--- config.mk ---
export PLATFORM = sky130hd
export DESIGN_NAME = qsfp_i2c_cmd_seq
export DESIGN_NICKNAME = d
export VERILOG_FILES = /design/src/rtl/qsfp_i2c_cmd_seq.sv
export SDC_FILE = /design/constraint.sdc
export NUM_CORES = 1
export LEC_CHECK = 0
export CORE_MARGIN = 2
export CORE_UTILIZATION = 43
export CTS_BUF_LIST = sky130_fd_sc_hd__clkbuf_8
export CTS_CLUSTER_DIAMETER = 100
export DETAILED_ROUTE_END_ITERATION = 16
export GPL_TIMING_DRIVEN = 0
export PLACE_DENSITY = 0.78
export SYNTH_ARGS = -nofsm -noshare
export SYNTH_HDL_FRONTEND = slang
export SYNTH_SLANG_ARGS = --single-unit
--- constraint.sdc ---
create_clock -name m_axi_aclk -period 3.1 [get_ports m_axi_aclk]
set_input_delay 0.62 -clock m_axi_aclk [delete_from_list [all_inputs] [get_ports m_axi_aclk]]
set_output_delay 0.62 -clock m_axi_aclk [all_outputs]
set_load 0.005 [all_outputs]
--- src/rtl/qsfp_i2c_cmd_seq.sv ---
// ============================================================================
//  Module      : qsfp_i2c_cmd_seq
//  Description : Issues the register accesses for one QSFP I2C byte
//                transaction per start pulse toward a simple TG-style
//                AXI-lite master: program address (and data on writes),
//                kick control, poll the done bit, fetch read data.
//                POLL_GAP must be at least 1.
//  Revision    : 1.0 - initial release
// ============================================================================
`default_nettype none

module qsfp_i2c_cmd_seq #(
    parameter int unsigned                AXI_ADDR_WIDTH = 32,
    parameter int unsigned                AXI_DATA_WIDTH = 32,
    parameter logic [AXI_ADDR_WIDTH-1:0]  CTRL_OFS       = 'h00,
    parameter logic [AXI_ADDR_WIDTH-1:0]  ADDR_OFS       = 'h04,
    parameter logic [AXI_ADDR_WIDTH-1:0]  WDATA_OFS      = 'h08,
    parameter logic [AXI_ADDR_WIDTH-1:0]  RDATA_OFS      = 'h0C,
    parameter int unsigned                POLL_GAP       = 5000,
    parameter int unsigned                POLL_MAX       = 1024,
    parameter int unsigned                ACK_TIMEOUT    = 4096
) (
    input  logic                          m_axi_aclk,
    input  logic                          m_axi_areset,
    input  logic                          start,
    input  logic                          cmd_rw,
    input  logic [7:0]                    cmd_dev_id,
    input  logic [7:0]                    cmd_reg,
    input  logic [7:0]                    cmd_wdata,
    output logic                          busy,
    output logic                          done,
    output logic                          err,
    output logic [7:0]                    rd_byte,
    output logic                          wr_req,
    output logic                          rd_req,
    output logic [AXI_ADDR_WIDTH-1:0]     addr,
    output logic [AXI_DATA_WIDTH-1:0]     wdata,
    output logic [AXI_DATA_WIDTH/8-1:0]   wstrb,
    input  logic                          op_ack,
    input  logic [AXI_DATA_WIDTH-1:0]     rdata
);

    localparam int unsigned c_ACK_W  = $clog2(ACK_TIMEOUT + 1);
    localparam int unsigned c_GAP_W  = $clog2(POLL_GAP + 1);
    localparam int unsigned c_POLL_W = $clog2(POLL_MAX + 1);

    localparam logic [c_ACK_W-1:0]  c_ACK_MAX  = c_ACK_W'(ACK_TIMEOUT);
    localparam logic [c_ACK_W-1:0]  c_ACK_LAST = c_ACK_W'(ACK_TIMEOUT - 1);
    localparam logic [c_GAP_W-1:0]  c_GAP_MAX  = c_GAP_W'(POLL_GAP);
    localparam logic [c_GAP_W-1:0]  c_GAP_LAST = c_GAP_W'(POLL_GAP - 1);
    localparam logic [c_POLL_W-1:0] c_POLL_MAX = c_POLL_W'(POLL_MAX);

    localparam logic [3:0] c_ST_IDLE   = 4'd0;
    localparam logic [3:0] c_ST_W_ADDR = 4'd1;
    localparam logic [3:0] c_ST_W_DATA = 4'd2;
    localparam logic [3:0] c_ST_W_CTRL = 4'd3;
    localparam logic [3:0] c_ST_POLL   = 4'd4;
    localparam logic [3:0] c_ST_GAP    = 4'd5;
    localparam logic [3:0] c_ST_R_DATA = 4'd6;
    localparam logic [3:0] c_ST_FIN    = 4'd7;
    localparam logic [3:0] c_ST_ERR    = 4'd8;

    logic [3:0]                r_state;
    logic [3:0]                w_next;
    logic                      r_cmd_rw;
    logic [7:0]                r_cmd_dev_id;
    logic [7:0]                r_cmd_wdata;
    logic [c_ACK_W-1:0]        r_ack_cnt;
    logic [c_GAP_W-1:0]        r_gap_cnt;
    logic [c_POLL_W-1:0]       r_poll_cnt;
    logic [c_POLL_W-1:0]       w_poll_inc;
    logic                      r_wr_req;
    logic                      r_rd_req;
    logic [AXI_ADDR_WIDTH-1:0] r_addr;
    logic [AXI_DATA_WIDTH-1:0] r_wdata;
    logic [AXI_DATA_WIDTH/8-1:0] r_wstrb;
    logic [7:0]                r_rd_byte;
    logic [AXI_DATA_WIDTH-1:0] w_ctrl_word;
    logic                      w_in_access;
    logic                      w_ack;
    logic                      w_ack_expired;
    logic                      w_busy;
    logic                      w_done;
    logic                      w_err;
    logic                      w_rdata_unused;

    // Only the done bit and the low byte of rdata carry meaning here
    assign w_rdata_unused = ^{rdata[AXI_DATA_WIDTH-1:31], rdata[29:8]};

    // An ack landing in the request cycle cannot belong to this access
    assign w_in_access   = (r_state == c_ST_W_ADDR) || (r_state == c_ST_W_DATA) ||
                           (r_state == c_ST_W_CTRL) || (r_state == c_ST_POLL)   ||
                           (r_state == c_ST_R_DATA);
    assign w_ack         = op_ack && w_in_access && !(r_wr_req || r_rd_req);
    assign w_ack_expired = w_in_access && !w_ack && (r_ack_cnt == c_ACK_LAST);
    assign w_poll_inc    = (r_poll_cnt == c_POLL_MAX) ? r_poll_cnt : r_poll_cnt + 1'b1;

    // Control register image: rw in bit 31, device ID in the low byte
    always_comb begin
        w_ctrl_word      = '0;
        w_ctrl_word[31]  = r_cmd_rw;
        w_ctrl_word[7:0] = r_cmd_dev_id;
    end

    // State register
    always_ff @(posedge m_axi_aclk) begin
        if (m_axi_areset) begin
            r_state <= c_ST_IDLE;
        end else begin
            r_state <= w_next;
        end
    end

    // Next-state decode for the transaction sequence
    always_comb begin
        w_next = r_state;
        case (r_state)
            c_ST_IDLE: begin
                if (start) w_next = c_ST_W_ADDR;
            end
            c_ST_W_ADDR: begin
                if (w_ack)              w_next = r_cmd_rw ? c_ST_W_CTRL : c_ST_W_DATA;
                else if (w_ack_expired) w_next = c_ST_ERR;
            end
            c_ST_W_DATA: begin
                if (w_ack)              w_next = c_ST_W_CTRL;
                else if (w_ack_expired) w_next = c_ST_ERR;
            end
            c_ST_W_CTRL: begin
                if (w_ack)              w_next = c_ST_POLL;
                else if (w_ack_expired) w_next = c_ST_ERR;
            end
            c_ST_POLL: begin
                if (w_ack) begin
                    if (rdata[30])                     w_next = r_cmd_rw ? c_ST_R_DATA : c_ST_FIN;
                    else if (w_poll_inc == c_POLL_MAX) w_next = c_ST_ERR;
                    else                               w_next = c_ST_GAP;
                end else if (w_ack_expired) begin
                    w_next = c_ST_ERR;
                end
            end
            c_ST_GAP: begin
                if (r_gap_cnt == c_GAP_LAST) w_next = c_ST_POLL;
            end
            c_ST_R_DATA: begin
                if (w_ack)              w_next = c_ST_FIN;
                else if (w_ack_expired) w_next = c_ST_ERR;
            end
            c_ST_FIN: w_next = c_ST_IDLE;
            c_ST_ERR: w_next = c_ST_IDLE;
            default:  w_next = c_ST_IDLE;
        endcase
    end

    // Status outputs decoded from the current state
    always_comb begin
        w_busy = 1'b0;
        w_done = 1'b0;
        w_err  = 1'b0;
        case (r_state)
            c_ST_IDLE: ;
            c_ST_FIN:  w_done = 1'b1;
            c_ST_ERR:  w_err  = 1'b1;
            default:   w_busy = 1'b1;
        endcase
    end

    // Request pulse and bus fields are loaded on entry to each access state
    // so they are valid in the request cycle and held until the next access
    always_ff @(posedge m_axi_aclk) begin
        if (m_axi_areset) begin
            r_wr_req     <= 1'b0;
            r_rd_req     <= 1'b0;
            r_addr       <= '0;
            r_wdata      <= '0;
            r_wstrb      <= '0;
            r_rd_byte    <= '0;
            r_cmd_rw     <= 1'b0;
            r_cmd_dev_id <= '0;
            r_cmd_wdata  <= '0;
        end else begin
            r_wr_req <= 1'b0;
            r_rd_req <= 1'b0;
            if (r_state == c_ST_IDLE && start) begin
                r_cmd_rw     <= cmd_rw;
                r_cmd_dev_id <= cmd_dev_id;
                r_cmd_wdata  <= cmd_wdata;
            end
            if (w_next != r_state) begin
                case (w_next)
                    c_ST_W_ADDR: begin
                        r_wr_req <= 1'b1;
                        r_addr   <= ADDR_OFS;
                        r_wdata  <= AXI_DATA_WIDTH'(cmd_reg);
                        r_wstrb  <= '1;
                    end
                    c_ST_W_DATA: begin
                        r_wr_req <= 1'b1;
                        r_addr   <= WDATA_OFS;
                        r_wdata  <= AXI_DATA_WIDTH'(r_cmd_wdata);
                        r_wstrb  <= '1;
                    end
                    c_ST_W_CTRL: begin
                        r_wr_req <= 1'b1;
                        r_addr   <= CTRL_OFS;
                        r_wdata  <= w_ctrl_word;
                        r_wstrb  <= '1;
                    end
                    c_ST_POLL: begin
                        r_rd_req <= 1'b1;
                        r_addr   <= CTRL_OFS;
                        r_wstrb  <= '0;
                    end
                    c_ST_R_DATA: begin
                        r_rd_req <= 1'b1;
                        r_addr   <= RDATA_OFS;
                        r_wstrb  <= '0;
                    end
                    default: ;
                endcase
            end
            if (r_state == c_ST_R_DATA && w_ack) begin
                r_rd_byte <= rdata[7:0];
            end
        end
    end

    // Ack-wait, gap and poll counters; ack/gap restart on every state change
    always_ff @(posedge m_axi_aclk) begin
        if (m_axi_areset) begin
            r_ack_cnt  <= '0;
            r_gap_cnt  <= '0;
            r_poll_cnt <= '0;
        end else begin
            if (w_next != r_state) begin
                r_ack_cnt <= '0;
            end else if (w_in_access && r_ack_cnt != c_ACK_MAX) begin
                r_ack_cnt <= r_ack_cnt + 1'b1;
            end

            if (w_next != r_state) begin
                r_gap_cnt <= '0;
            end else if (r_state == c_ST_GAP && r_gap_cnt != c_GAP_MAX) begin
                r_gap_cnt <= r_gap_cnt + 1'b1;
            end

            if (r_state == c_ST_IDLE && start) begin
                r_poll_cnt <= '0;
            end else if (r_state == c_ST_POLL && w_ack) begin
                r_poll_cnt <= w_poll_inc;
            end
        end
    end

    assign busy    = w_busy;
    assign done    = w_done;
    assign err     = w_err;
    assign rd_byte = r_rd_byte;
    assign wr_req  = r_wr_req;
    assign rd_req  = r_rd_req;
    assign addr    = r_addr;
    assign wdata   = r_wdata;
    assign wstrb   = r_wstrb;

endmodule

`default_nettype wire

-- After elaboration in Yosys (flattened, before gate mapping)
Index checks and enable logic that the tools add are counted.
- bits of input ports: 61
- memories kept: 0
- output and inout bits: 81
- word-level logic and storage cells: 89
- memory bits (read-only): 0
- bits in writable memories: 0
- register bits: 136
- bits in latches: 0
- add/subtract/negate cells: 3
- mux-type cells: 22
- reduce and logical (&&, ||, !) cells: 30
- divide/modulo/power cells: 0
- equal/unequal tests: 20
- $mul: 0
- shifts and indexed selects: 0
- bitwise logic cells: 1
- magnitude comparators: 0
- operator list (operator ; count):
    32-bit one-hot mux with 4 select lines ; 1
    32-bit one-hot mux with 3 select lines ; 1
    4-bit two-way mux ; 10
    4-bit one-hot mux with 7 select lines ; 1
    13-bit by 1-bit adder with 13-bit output (second input constant) ; 2
    13-bit inequality test (second input constant) ; 2
    4-bit by 3-bit equality test with 1-bit output (second input constant) ; 6
    11-bit equality test (second input constant) ; 2
    4-bit by 2-bit equality test with 1-bit output (second input constant) ; 4
    13-bit by 12-bit equality test with 1-bit output (second input constant) ; 1
    13-bit equality test (second input constant) ; 1
    11-bit by 1-bit adder with 11-bit output (second input constant) ; 1
    11-bit two-way mux ; 1
    2-bit OR reduction ; 5
    1-bit logical AND ; 9
    4-bit by 1-bit equality test with 1-bit output (second input constant) ; 2
    4-bit one-hot mux with 2 select lines ; 1
    1-bit two-way mux ; 7
    2-bit AND reduction ; 3
    3-bit OR reduction ; 2
    1-bit logical OR ; 5
    4-bit equality test (second input constant) ; 1
    4-bit logical NOT ; 1
    4-bit inequality test ; 1
    other kinds (5) ; 6

-- Depth between registers and ports, before layout
Gate-level depths: netlist of run 1.
- depth after elaboration: 17
- mapped depth: 12
- mapped depth without buffers: 10

-- Worst setup path after synthesis of run 1
OpenSTA, ideal clock, no wires.
- path type: register to register
- start point: register r_poll_cnt[0]
- end point: register r_wstrb[2], in the netlist wstrb[2]
- arrival: 3.060 ns
- setup slack: -0.075 ns
- cell stages (with the launch flop): 13
- library setup time: 0.115 ns
- period minus slack after synthesis: 3.175 ns
- data required time: 2.985 ns
- cell sequence: dfxtp_1 -> inv_1 -> ha_1 -> and4bb_2 -> a31o_2 -> a2111o_1 -> or4_4 -> a211o_1 -> buf_2 -> buf_6 -> nor3b_1 -> nor2b_1 -> o21a_1
- cells in the longest elaborated chain, start to end: 11
- RTL lines (what ; RTL line ; RTL):
    from (decl) ; 70 ; logic [c_POLL_W-1:0] r_poll_cnt;
    from (signal assigned) ; 250 ; r_poll_cnt <= w_poll_inc;
    11-bit by 1-bit adder with 11-bit output or 11-bit equality test (tied branches) ; 96 ; assign w_poll_inc = (r_poll_cnt == c_POLL_MAX) ? r_poll_cnt : r_poll_cnt + 1'b1;
    11-bit two-way mux (*) ; 96 ;
    11-bit equality test (*) ; 136 ; else if (w_poll_inc == c_POLL_MAX) w_next = c_ST_ERR;
    4-bit two-way mux (*) ; 136 ;
    4-bit two-way mux (*) ; 135 ; if (rdata[30]) w_next = r_cmd_rw ? c_ST_R_DATA : c_ST_FIN;
    4-bit two-way mux (*) ; 134 ; if (w_ack) begin
    4-bit one-hot mux with 7 select lines (*) ; 117 ; case (r_state)
    4-bit by 2-bit equality test with 1-bit output, or another cell as far along ; 190 ; case (w_next)
    3-bit OR reduction (no line) or 2-bit OR reduction (tied branches) ; - ;
    2-bit nonzero test (no line) ; - ;
    2-bit AND reduction (no line) ; - ;
    to (signal assigned) ; 195 ; r_wstrb <= '1;
    to (signal assigned) ; 201 ; r_wstrb <= '1;
    to (signal assigned) ; 207 ; r_wstrb <= '1;
    to (decl) ; 76 ; logic [AXI_DATA_WIDTH/8-1:0] r_wstrb;
Mark *: on every way between the ends. The rest lies on a longest branch, timed or not.
A chain may end at the register's enable or synchronous reset.

-- Final worst setup path of run 1
- start point: register r_poll_cnt[0]
- end point: register r_wdata[4], in the netlist wdata[4]
- cells in the longest elaborated chain, start to end: 10
- RTL lines (what ; RTL line ; RTL):
    11-bit by 1-bit adder with 11-bit output or 11-bit equality test (tied branches) ; 96 ;
    11-bit two-way mux (*) ; 96 ;
    11-bit equality test (*) ; 136 ;
    4-bit two-way mux (*) ; 136 ;
    4-bit two-way mux (*) ; 135 ;
    4-bit two-way mux (*) ; 134 ;
    4-bit one-hot mux with 7 select lines (*) ; 117 ;
    4-bit by 2-bit equality test with 1-bit output or 4-bit by 1-bit equality test with 1-bit output (tied branches) ; 190 ;
    3-bit nonzero test (no line) ; - ;
    2-bit AND reduction (no line) ; - ;
    to (signal assigned) ; 194 ; r_wdata <= AXI_DATA_WIDTH'(cmd_reg);
    to (signal assigned) ; 200 ; r_wdata <= AXI_DATA_WIDTH'(r_cmd_wdata);
    to (signal assigned) ; 206 ; r_wdata <= w_ctrl_word;
    to (decl) ; 75 ; logic [AXI_DATA_WIDTH-1:0] r_wdata;
Mark *: on every way between the ends. The rest lies on a longest branch, timed or not. The select of a mux whose other input is x is not followed.

==> impl_metrics.tcl, run 1 <==
set metrics [dict create \
    final.fill_count 833 \
    finalNetCount 737 \
    seq_power_share_pct 32.3 \
    path_max_fanout 5 \
    p_sw_mw 1.331 \
    seq_area_um2 1609 \
    cp.arrival_ns 3.60 \
    synth_area_um2 4377 \
    track_usage_pct 19.39 \
    stdcell_count 808 \
    clock-root-buffer "clkbuf_8" \
    first_pass_iters 7 \
    clockPowerShare_pct 24.1 \
    hold_class "reg2reg" \
    p_leak_nw 2.443 \
    p_comb_share_pct 43.5 \
    insertion_delay_ns 0.36 \
    synthFlopType "dfxtp_1" \
    num_vias 4055 \
    floorplan.initialDensity_pct 44.57 \
    grt-ovfl-total 0 \
    die_w_um 104.9 \
    maxCapViolCount 0 \
    crit_type "reg2reg" \
    required_ns 3.38 \
    synth-edff-count 0 \
    clk_pin_slew_ns 0.09 \
    finalPower_mw 3.863 \
    numCtsBuffers 9 \
    worst_setup_path_end_kind "flop" \
    grt_pass1_vias 3809 \
    dp_hpwl_um 7659 \
    netlist_top_cells_area "dfxtp_1 (37%), buf_4 (9.6%), nand2_1 (5.9%), nor2_1 (5.9%), xor2_1 (4.2%)" \
    dp.cells 776 \
    drv_slew 0 \
    powerDensity_nw_per_um2 649.5 \
    synth_top_area_share_pct 36.59 \
    routed_wl_um 10950 \
    p_int_mw 2.533 \
    antenna-diode-count 0 \
    num_rows 36 \
    io_pins 142 \
    clockBufferDepth 2 \
    place_ws_ns -0.7993 \
    avgRoutedWirePerCell_um 13.55 \
    ant_nets 0 \
    drc 0 \
    crit_path_start_kind "flop" \
    die_h_um 104.9 \
    violations "setup timing" \
    grt_pass1_wl_um 17570 \
    yosysWarnings 0 \
    finalHoldViolCount 0 \
    setup_violations 39 \
    multi_input_area_um2 2536 \
    syn_to_final_growth_pct 35.91 \
    port_buffers 65 \
    gp_congestion 0.8859 \
    finalCritPeriodShare_pct 106.9 \
    dieArea_um2 11000 \
    cts_sinks 80 \
    via_per_inst 5.019 \
    ys_seq_area_share_pct 36.59 \
    ir_worst_vdd_mv 0.3889 \
    antenna_found_initial 0 \
    drive_gt1_share_pct 21.04 \
    grt_max_degree 14 \
    cts-hold-fix-buffers 0 \
    outcome "finished with violations" \
    fin_setup_tns_ns -3.650 \
    final.setup_skew_ns 0.01017 \
    synth.avg_cell_area_um2 8.321 \
    synth_cell_types 60 \
    ys_ff_latch 80 \
    dpl_cell_area_um2 5399 \
    final.setup.worst_slack_ns -0.2131 \
    synthArstFlopShare_pct 0 \
    hold_slack_ns 0.4622 \
    worst_pin_slew_ns 0.5813 \
    min_period_ns 3.313 \
    yosys.area.top_type "dfxtp_1" \
    syn_inst 526 \
    rsz0062_at_grt "yes" \
    core_um2 9819 \
    max_freq_mhz 301.8 \
    drt_first_iter_violations 268 \
    htree_num_levels 3 \
    post-route-util_pct 60.58 \
    switching_share_pct 34.44 \
    cts_tree "built" \
    stdcell_area_um2 5948 \
    slew-limit-headroom_pct 61.13 \
]
==> kinds of logic after synthesis <==
group / Yosys count / share of synthesized area [%]
AND/OR/NAND/NOR: 217 / 24.39
buffers and inverters: 93 / 13.41
flip-flops: 80 / 36.59
AO/OA/AOI/OAI: 65 / 9.863
XOR/XNOR: 36 / 7.204
multiplexers: 28 / 6.747
adder cells (fa/ha/maj): 6 / 1.715
other: 1 / 0.08568
==> area by class of cell <==
type	count	share of cell area, %
Multi-Input combinational cell	405	42.64
Sequential cell	80	27.05
Timing Repair Buffer	81	13.02
Buffer	79	9.403
Tap cell	133	2.798
Clock buffer	10	2.314
Clock inverter	6	1.809
Inverter	14	0.9676
==> synthesized netlist by cell type (3+ instances only) <==
library cell / count
a211oi_1: 3
a21oi_1: 27
a31oi_1: 3
and2_1: 3
and3_1: 7
and4_1: 7
buf_2: 8
buf_4: 56
clkbuf_1: 10
dfxtp_1: 80
ha_1: 6
inv_1: 14
mux2_2: 9
mux2i_1: 18
nand2_1: 69
nand2b_1: 4
nand3_1: 11
nand3b_1: 3
nand4_1: 13
nor2_1: 69
nor2b_1: 3
nor3_1: 5
nor3b_1: 5
nor4_1: 3
nor4b_1: 3
o21ai_0: 4
o22ai_1: 8
or3_1: 4
xnor2_1: 15
xor2_1: 21
==> worst paths after layout <==
| path | from | to | slack (ns) | depth (start not counted) |
|---|---|---|---|---|
| max | r_poll_cnt[0]$_SDFFE_PP0P_ | wdata[4]$_SDFFE_PP0P_ | -0.21 | 11 |
| min | r_cmd_dev_id[4]$_SDFFE_PP0P_ | r_cmd_dev_id[4]$_SDFFE_PP0P_ | 0.46 | 2 |
| max reg2reg | r_poll_cnt[0]$_SDFFE_PP0P_ | wdata[4]$_SDFFE_PP0P_ | -0.21 | 11 |
| min reg2reg | r_cmd_dev_id[4]$_SDFFE_PP0P_ | r_cmd_dev_id[4]$_SDFFE_PP0P_ | 0.46 | 2 |
==> routing by layer <==
metal,GRT usage [%],vias to the layer above,part of all wire [%]
met2,33.44,176,49
li1,-,1969,-
met4,6.190,0,2.1
met5,0,-,0
met3,4.242,25,6.9
met1,23.99,1885,42
==> state kept, by name (all words and copies together) (netlist names) <==
| signal | flops |
|---|---|
| r_poll_cnt | 11 |
| r_gap_cnt | 13 |
| r_cmd_rw | 1 |
| r_ack_cnt | 13 |
| r_cmd_wdata | 8 |
| wstrb | 1 |
| wdata | 9 |
| r_cmd_dev_id | 8 |
| rd_byte | 8 |
| r_state | 4 |
| rd_req | 1 |
| addr | 2 |
| wr_req | 1 |
==> placed cells by master, fill, tap and decap left out, types with 2 or more instances in the layout <==
| master | count |
|---|---|
| mux2_2 | 9 |
| xnor2_1 | 15 |
| and3_1 | 7 |
| inv_1 | 12 |
| clkbuf_1 | 10 |
| nor3b_1 | 3 |
| nand2_1 | 69 |
| buf_4 | 71 |
| mux2i_1 | 16 |
| nor4_1 | 3 |
| nand3b_1 | 3 |
| buf_2 | 5 |
| nand4_1 | 13 |
| nor2b_1 | 3 |
| ha_1 | 4 |
| conb_1 | 53 |
| xor2_1 | 21 |
| mux2i_2 | 2 |
| bufinv_16 | 3 |
| nor2_1 | 67 |
| o22ai_2 | 7 |
| and4_1 | 7 |
| nand3_1 | 11 |
| dfxtp_4 | 2 |
| o31ai_1 | 2 |
| clkbuf_8 | 10 |
| nor4b_1 | 3 |
| o21ai_0 | 4 |
| clkdlybuf4s50_1 | 65 |
| or3_1 | 3 |
| dfxtp_1 | 78 |
| a211oi_2 | 2 |
| nand2b_1 | 4 |
| buf_6 | 7 |
| a21oi_1 | 26 |
| inv_4 | 2 |
| and2_1 | 3 |
| o211ai_1 | 2 |
| a31oi_1 | 3 |
| nor3_1 | 5 |
==> power by group through the flow <==
stage,clock (mW),sequential (mW),combinational (mW)
2_1_floorplan,0,1.26,0.878
3_3_place_gp,0,1.26,1.29
3_5_place_dp,0,1.27,1.32
4_1_cts,0.944,1.25,1.46
5_1_grt,0.987,1.27,1.80
6_report,0.933,1.25,1.68
==> critical path, stage by stage, from the launching register on <==
cell      delay (ns)
dfxtp_4         0.39
inv_4           0.05
ha_4            0.14
and4bb_2        0.24
a31o_4          0.21
a2111o_1        0.40
or4_4           0.54
a211o_4         0.38
mux2i_4         0.21
or3_4           0.39
buf_6           0.15
o22ai_2         0.14
==> what timing repair did <==
item	in CTS	in global routing
cloned	1	0
pin swaps	14	6
buffers inserted	9	6
endpoints found under the setup margin	40	40
resized for setup	22	22
Note: power is estimated with default switching activity, not from simulation.
==> run 2, diff against run 1 <==
--- a/config.mk
+++ b/config.mk
@@ -5,6 +5,7 @@
 export SDC_FILE = /design/constraint.sdc
 export NUM_CORES = 1
 export LEC_CHECK = 0
+export CAP_MARGIN = 15
 export CORE_MARGIN = 2
 export CORE_UTILIZATION = 43
 export CTS_BUF_LIST = sky130_fd_sc_hd__clkbuf_8
==> results of run 2 <==
Final layout, timing and power as in run 1 (identical DEF).
==> run 3, diff against run 2 <==
--- a/config.mk
+++ b/config.mk
@@ -6,6 +6,7 @@
 export NUM_CORES = 1
 export LEC_CHECK = 0
 export CAP_MARGIN = 15
+export CORE_ASPECT_RATIO = 1.4
 export CORE_MARGIN = 2
 export CORE_UTILIZATION = 43
 export CTS_BUF_LIST = sky130_fd_sc_hd__clkbuf_8
@@ -13,6 +14,7 @@
 export DETAILED_ROUTE_END_ITERATION = 16
 export GPL_TIMING_DRIVEN = 0
 export PLACE_DENSITY = 0.78
+export RECOVER_POWER = 25
 export SYNTH_ARGS = -nofsm -noshare
 export SYNTH_HDL_FRONTEND = slang
 export SYNTH_SLANG_ARGS = --single-unit
==> run 3 against run 2 <==
The flow still finishes with violations (setup timing). Flip-flop and latch count unchanged. Clock power down 2.4%. Clock skew down 0.0028 ns. Hold slack worse by 0.0050 ns. Register-to-register slack better by 0.03 ns. Final cell count down 0.62%. Core utilization down 1.4 points. Sequential share of layout area up 0.43 points. Non-clock buffer count down 6. Die area up 0.11%. Critical endpoint is now wdata[3]$_SDFFE_PP0P_.
==> impl_metrics.tcl, run 3 (synthesis results as in run 1) <==
set metrics [dict create \
    finalPower_mw 3.767 \
    finalCritPeriodShare_pct 105.8 \
    num_rows 43 \
    floorplan.initialDensity_pct 44.21 \
    avgRoutedWirePerCell_um 13.53 \
    grt_pass1_vias 3779 \
    clk_pin_slew_ns 0.07 \
    drt_first_iter_violations 238 \
    syn_to_final_growth_pct 33.76 \
    p_sw_mw 1.283 \
    via_per_inst 4.976 \
    port_buffers 65 \
    cts_sinks 80 \
    grt-ovfl-total 0 \
    min_period_ns 3.279 \
    stdcell_count 803 \
    clock-root-buffer "clkbuf_8" \
    p_comb_share_pct 42.3 \
    path_max_fanout 5 \
    first_pass_iters 5 \
    dp_hpwl_um 7884 \
    final_common_cell "dfxtp_1" \
    setup_violations 39 \
    gp_congestion 0.8801 \
    insertion_delay_ns 0.36 \
    drive_gt1_share_pct 19.16 \
    dieArea_um2 11010 \
    drv_slew 0 \
    outcome "finished with violations" \
    use_met3_pct 4.139 \
    numCtsBuffers 9 \
    cts-hold-fix-buffers 0 \
    powerDensity_nw_per_um2 643.4 \
    final.setup.worst_slack_ns -0.1790 \
    p_leak_nw 2.451 \
    hold_slack_ns 0.4572 \
    io_pins 142 \
    cts_tree "built" \
    final.setup_skew_ns 0.007393 \
    use_met1_pct 20.35 \
    crit_path_cell_trace "inv_2 > ha_4 > and4bb_2 > a31o_2 > a2111o_1 > or4_4 > a211o_4 > mux2i_4 > or3_4 > buf_6 > o22ai_2" \
    clockBufferDepth 2 \
    core_um2 9899 \
    finalNetCount 731 \
    crit_path_start_kind "flop" \
    seq_power_share_pct 33.5 \
    violations "setup timing" \
    clockPowerShare_pct 24.2 \
    maxCapViolCount 0 \
    finalHoldViolCount 0 \
    track_usage_pct 19.78 \
    max_stage_delay_ns 0.53 \
    slew-limit-headroom_pct 60.27 \
    switching_share_pct 34.06 \
    grt_pass1_wl_um 16930 \
    max_freq_mhz 305.0 \
    grt_max_degree 13 \
    antenna-diode-count 0 \
    final_cell_mix "dfxtp_1 (78), nand2_1 (69), nor2_1 (68), buf_4 (64), conb_1 (53)" \
    worst_pin_slew_ns 0.5914 \
    die_h_um 123.4 \
    cp.arrival_ns 3.57 \
    busiest_layer "met2" \
    ir_worst_vdd_mv 0.2573 \
    ant_nets 0 \
    routed_wl_um 10860 \
    htree_num_levels 3 \
    p_int_mw 2.484 \
    slowest_stage "or4_4" \
    reg.largest.list "r_ack_cnt (13), r_gap_cnt (13), r_poll_cnt (11)" \
    drc 0 \
    required_ns 3.39 \
    use_met2_pct 37.41 \
    dp.cells 778 \
    hold_class "reg2reg" \
    rsz0062_at_grt "yes" \
    antenna_found_initial 0 \
    die_w_um 89.27 \
    num_vias 3996 \
    crit_type "reg2reg" \
    worst_setup_path_end_kind "flop" \
]
-- run 3: per-layer routing --
layer  share of wire [%]  up-vias
li1                    -     1960
met1                  38     1863
met5                   0        -
met3                 5.9       27
met4                 2.7        0
met2                  54      146
-- run 3: metrics by stage --
step	worst slack [ns]	TNS, ns	cell area (um2)	utilization (%)
after floorplan	0.009710	0	4582	-
after global placement	-0.6597	-23.28	5401	54.56
after detailed placement	-0.7587	-26.54	5401	54.56
after CTS	-0.1866	-3.972	5817	58.76
after global routing	-0.2169	-5.299	5854	59.14
final	-0.1790	-3.085	5854	59.14
-- run 3: final cells by class --
cell class	instances	area (um2)
Inverter	14	55.05
Sequential cell	80	1609
Fill cell	866	4045
Clock buffer	10	137.6
Clock inverter	5	97.59
Timing Repair Buffer	75	733.2
Tap cell	135	168.9
Multi-Input combinational cell	405	2491
Buffer	79	561.8
-- run 3: power by group through the flow --
stage / combinational, mW / sequential, mW / clock (mW)
3_3_place_gp: 1.29 / 1.27 / 0
4_1_cts: 1.55 / 1.26 / 0.931
6_report: 1.59 / 1.26 / 0.911
3_5_place_dp: 1.32 / 1.28 / 0
5_1_grt: 1.72 / 1.28 / 0.975
2_1_floorplan: 0.878 / 1.26 / 0
-- run 3: worst paths after layout --
kind                                     start                      endpoint  slack (ns)  cells past startpoint
setup reg to reg    r_poll_cnt[1]$_SDFFE_PP0P_         wdata[3]$_SDFFE_PP0P_       -0.18                     11
hold / removal    r_cmd_dev_id[2]$_SDFFE_PP0P_  r_cmd_dev_id[2]$_SDFFE_PP0P_        0.46                      2
setup / recovery    r_poll_cnt[1]$_SDFFE_PP0P_         wdata[3]$_SDFFE_PP0P_       -0.18                     11
hold reg to reg   r_cmd_dev_id[2]$_SDFFE_PP0P_  r_cmd_dev_id[2]$_SDFFE_PP0P_        0.46                      2
-- run 3: worst max-delay path, delay by kind of cell (launching register included) --
kind | cells | cell delay [ns]
compound gates | 4 | 1.14
fa+ha+maj | 1 | 0.14
buf+inv | 2 | 0.20
flops | 1 | 0.36
mux | 1 | 0.21
simple gates | 3 | 1.15
-- run 3: what timing repair did --
| action | in CTS | in global routing |
|---|---|---|
| cloned | 1 | 0 |
| pin swaps | 17 | 3 |
| setup endpoints to repair | 40 | 40 |
| resized for setup | 26 | 8 |
| setup buffers | 9 | 0 |
